==> src/rtl/nibble_adder_arbiter.sv <==
// Shared 16-bit add/sub built from one 4-bit slice; two requesters, round-robin.
// Accept-to-ack is 5 cycles, 1 op per 6 cycles; requests are only taken in IDLE.
module nibble_adder_arbiter (
   input  logic        clk,
   input  logic        rst,
   input  logic        req0,
   input  logic        req1,
   input  logic [15:0] a0,
   input  logic [15:0] b0,
   input  logic [15:0] a1,
   input  logic [15:0] b1,
   input  logic        sub0,
   input  logic        sub1,
   output logic        gnt0,
   output logic        gnt1,
   output logic        ack0,
   output logic        ack1,
   output logic [15:0] sum,
   output logic        cout,
   output logic        ovf,
   output logic        done,
   output logic        busy
);

   typedef enum logic [1:0] {IDLE = 2'd0, RUN = 2'd1, DONE = 2'd2} state_t;

   state_t      state;
   logic [1:0]  idx;
   logic        c;
   logic        last_gnt;
   logic [15:0] a_q;
   logic [15:0] b_q;
   logic [11:0] work;
   logic [3:0]  a_nib;
   logic [3:0]  b_nib;
   logic [3:0]  nib_sum;
   logic        nib_cout;
   logic        pick1;

   assign a_nib = a_q[{idx, 2'b00} +: 4];
   assign b_nib = b_q[{idx, 2'b00} +: 4];
   assign {nib_cout, nib_sum} = {1'b0, a_nib} + {1'b0, b_nib} + {4'b0000, c};

   // On a tie the requester that did not win last time is served.
   assign pick1 = req1 & (~req0 | ~last_gnt);

   always_ff @(posedge clk) begin
      if (rst) begin
         state    <= IDLE;
         idx      <= 2'd0;
         c        <= 1'b0;
         last_gnt <= 1'b1;
         a_q      <= 16'h0000;
         b_q      <= 16'h0000;
         work     <= 12'h000;
         sum      <= 16'h0000;
         cout     <= 1'b0;
         ovf      <= 1'b0;
         done     <= 1'b0;
         ack0     <= 1'b0;
         ack1     <= 1'b0;
         gnt0     <= 1'b0;
         gnt1     <= 1'b0;
         busy     <= 1'b0;
      end else begin
         case (state)
            IDLE: begin
               if (req0 | req1) begin
                  a_q      <= pick1 ? a1 : a0;
                  b_q      <= pick1 ? (sub1 ? ~b1 : b1) : (sub0 ? ~b0 : b0);
                  c        <= pick1 ? sub1 : sub0;
                  gnt0     <= ~pick1;
                  gnt1     <= pick1;
                  last_gnt <= pick1;
                  idx      <= 2'd0;
                  busy     <= 1'b1;
                  state    <= RUN;
               end
            end
            RUN: begin
               c   <= nib_cout;
               idx <= idx + 2'd1;
               case (idx)
                  2'd0: work[3:0]  <= nib_sum;
                  2'd1: work[7:4]  <= nib_sum;
                  2'd2: work[11:8] <= nib_sum;
                  default: begin
                     // Top nibble goes straight into the result register.
                     sum   <= {nib_sum, work};
                     cout  <= nib_cout;
                     ovf   <= (a_q[15] == b_q[15]) && (nib_sum[3] != a_q[15]);
                     done  <= 1'b1;
                     ack0  <= gnt0;
                     ack1  <= gnt1;
                     state <= DONE;
                  end
               endcase
            end
            DONE: begin
               done  <= 1'b0;
               ack0  <= 1'b0;
               ack1  <= 1'b0;
               gnt0  <= 1'b0;
               gnt1  <= 1'b0;
               busy  <= 1'b0;
               state <= IDLE;
            end
            default: state <= IDLE;
         endcase
      end
   end

endmodule

==> config.mk <==
export PLATFORM = sky130hd
export DESIGN_NAME = nibble_adder_arbiter
export DESIGN_NICKNAME = d
export VERILOG_FILES = /design/src/rtl/nibble_adder_arbiter.sv
export SDC_FILE = /design/constraint.sdc
export NUM_CORES = 1
export LEC_CHECK = 0
export ABC_AREA = 1
export ABC_CLOCK_PERIOD_IN_PS = 2730
export CAP_MARGIN = 20
export CORE_UTILIZATION = 35
export DETAILED_ROUTE_END_ITERATION = 8
export PLACE_DENSITY_LB_ADDON = 0.15
export SLEW_MARGIN = 25
export SYNTH_ARGS = -nofsm -noshare
export SYNTH_HDL_FRONTEND = slang
export SYNTH_SLANG_ARGS = --single-unit
==> constraint.sdc <==
create_clock -name clk -period 2.73 [get_ports clk]
set_input_delay 0.546 -clock clk [delete_from_list [all_inputs] [get_ports clk]]
set_output_delay 0.546 -clock clk [all_outputs]
set_load 0.01 [all_outputs]
==> impl_metrics.json <==
{
  "synth_area_leaders": "dfxtp_1 (40%), nand2_1 (12%), xor2_1 (7.5%)",
  "slowest_delay_ps": 450,
  "finClkSkew_ps": 12.49,
  "nets": 664,
  "drt_pass1_iterations": 4,
  "crit_slowest_cell": "fa_1",
  "gp_congestion": 0.8458,
  "first_iter_violations": 158,
  "dieWidth_um": 105.1,
  "synth_area_um2": 3719,
  "grt_max_degree": 68,
  "synth_fp_nets": 583,
  "syn_to_final_growth_pct": 32.94,
  "status": "completed",
  "path_buf_inv": 2,
  "ys_ff_latch": 74,
  "grt-ovfl-total": 0,
  "antenna_left": 0,
  "die_area_um2": 11040,
  "hpwl_mm": 6.597,
  "dpl.cell_count": 710,
  "tns_ps": 0,
  "vias": 3493,
  "grt_pass1_wl_mm": 15.62,
  "ys_top_cells_by_count": "nand2_1 (114), dfxtp_1 (74), o21ai_0 (46), nor2_1 (42), inv_1 (40)",
  "synth_ff_type": "dfxtp_1",
  "period_needed_ps": 2372,
  "syn_area_per_cell_um2": 7.378,
  "layout-drive-gt1-share": 0.05932,
  "die_y_um": 105.1,
  "cp.required_ps": 3010,
  "yosysSeqAreaShare": 0.3984,
  "path_cells": "clkinvlp_4 > o21ai_0 > o22ai_1 > fa_1 > inv_1 > fa_1 > xnor2_1 > nand2_1 > a21oi_1",
  "powerDensity_nw_per_um2": 557.0,
  "vdd_ir_drop_max_v": 0.0002369,
  "critical_path.max_fanout": 20,
  "fmax_mhz": 421.5,
  "hold_path.class": "register to register",
  "numCtsBuffers": 9,
  "synth_top_area_frac": 0.3984,
  "clock-root-buffer": "clkbuf_8",
  "async_flop_share": 0,
  "end_kind": "register",
  "placed_area_um2": 4717,
  "start_kind": "register",
  "synth-edff-count": 0,
  "p_total_mw": 2.754,
  "synthCells": 504,
  "rows": 37,
  "gr-usage-all-layers": 0.1760,
  "post-route-period-util": 0.8690,
  "antenna_found_initial": 0,
  "cts_setup_buffers": 0,
  "clock_latency_ps": 350,
  "wl_per_cell_um": 12.48,
  "synthDistinctLibCells": 28,
  "htreeDepth": 3,
  "yosysWarningCount": 0,
  "cts_buffer_depth": 2,
  "cp_top_family": "adder cells",
  "worstMarginPinSlew_ps": 929.5,
  "synth_most_common_cell": "nand2_1",
  "cap_violations": 0,
  "final_util": 0.4789,
  "clk_pin_slew_ps": 80,
  "rsz0062_at_grt": "no",
  "arrival_ps": 2650,
  "drc_errors": 0,
  "hold_viol_final": 0,
  "slew_violations": 0,
  "multi_input_area_um2": 1889,
  "io_buffers": 93,
  "antennaDiodeCount": 0,
  "first_global_vias": 3429,
  "register_area_um2": 1483,
  "holdWs_ps": 468.1,
  "fin_cells": 726,
  "io_pins": 94,
  "path_class": "register to register",
  "pre_cts_slack_ps": 145.7,
  "viasPerCell": 4.811,
  "finalInstanceArea_um2": 4943,
  "yosys.area.top_type": "dfxtp_1",
  "crit_top_cell": "fa_1",
  "start_util": 0.3602,
  "setup_slack_ps": 357.7,
  "cts_sinks": 74,
  "drt-total-wl_mm": 9.061,
  "p_leak_nw": 2.180,
  "max_slew_margin": 0.3797,
  "cts_tree": "yes",
  "core_area_um2": 10320,
  "setup_viol": 0,
  "fillCellCount": 1057
}
-- cell families (layout without fill, tap and decap cells) --
logic type / count (synthesis) / after routing / synth area share
fa+ha+maj: 9 / 9 / 0.03432
buf+inv: 77 / 163 / 0.09488
xor+xnor: 33 / 33 / 0.07773
flops: 74 / 74 / 0.3984
simple gates: 196 / 196 / 0.2153
compound gates: 115 / 115 / 0.1793
-- worst paths after layout --
check / from / end / slack, ps / cells after the start
setup / recovery: idx[0]$_SDFFE_PP0P_ / work[10]$_SDFFE_PP0P_ / 360 / 9
hold / removal: work[0]$_SDFFE_PP0P_ / work[0]$_SDFFE_PP0P_ / 470 / 2
setup reg to reg: idx[0]$_SDFFE_PP0P_ / work[10]$_SDFFE_PP0P_ / 360 / 9
hold reg to reg: work[0]$_SDFFE_PP0P_ / work[0]$_SDFFE_PP0P_ / 470 / 2
-- layout by cell type (no fill, tap or decap), drive strengths merged, types with 4 or more instances in the layout --
cell           count
nand3             36
nand2            114
dfxtp             74
xor2              32
clkinvlp           4
o211ai            20
a21oi             20
o22ai              7
clkdlybuf4s50     93
o21ai             48
buf                8
clkinv             4
inv               43
a31oi             16
ha                 7
clkbuf             9
nor2              45
-- cell type report --
class / instances / share of cell area
Timing Repair Buffer: 101 / 0.2030
Clock inverter: 7 / 0.01898
Inverter: 46 / 0.03645
Clock buffer: 9 / 0.02506
Tap cell: 136 / 0.03442
Sequential cell: 74 / 0.2999
Multi-Input combinational cell: 353 / 0.3822
-- where the power goes --
group | total [mW] | internal (mW) | leakage [nW] | switching [mW]
logic | 0.619 | 0.275 | 1.47 | 0.344
clock network | 0.927 | 0.512 | 0.105 | 0.414
registers | 1.21 | 1.16 | 0.607 | 0.0504
-- state kept, by name, indices dropped and copies added, names as in the netlist --
name      flops
c             1
busy          1
last_gnt      1
done          1
work         12
idx           2
gnt1          1
sum          16
a_q          16
cout          1
ovf           1
ack1          1
ack0          1
b_q          16
state         2
gnt0          1
-- timing repair --
| item | in CTS | in global routing |
|---|---|---|
| setup endpoints to repair | 0 | 9 |
| resized for setup | 0 | 3 |
| hold buffers | 0 | 0 |
-- layer usage --
layer,global-route usage,vias to the layer above,wire length (um)
li1,-,1815,-
met1,0.2103,1567,4194
met2,0.3009,93,4259
met3,0.04180,18,436
met4,0.07445,0,172
met5,0,-,0
-- worst min-delay path, cell delays in order, from the launching register on --
cell and delay, ps:
dfxtp_1 320, nand2_1 60, a21oi_1 50
No activity file was read; power rests on OpenSTA's default activity.
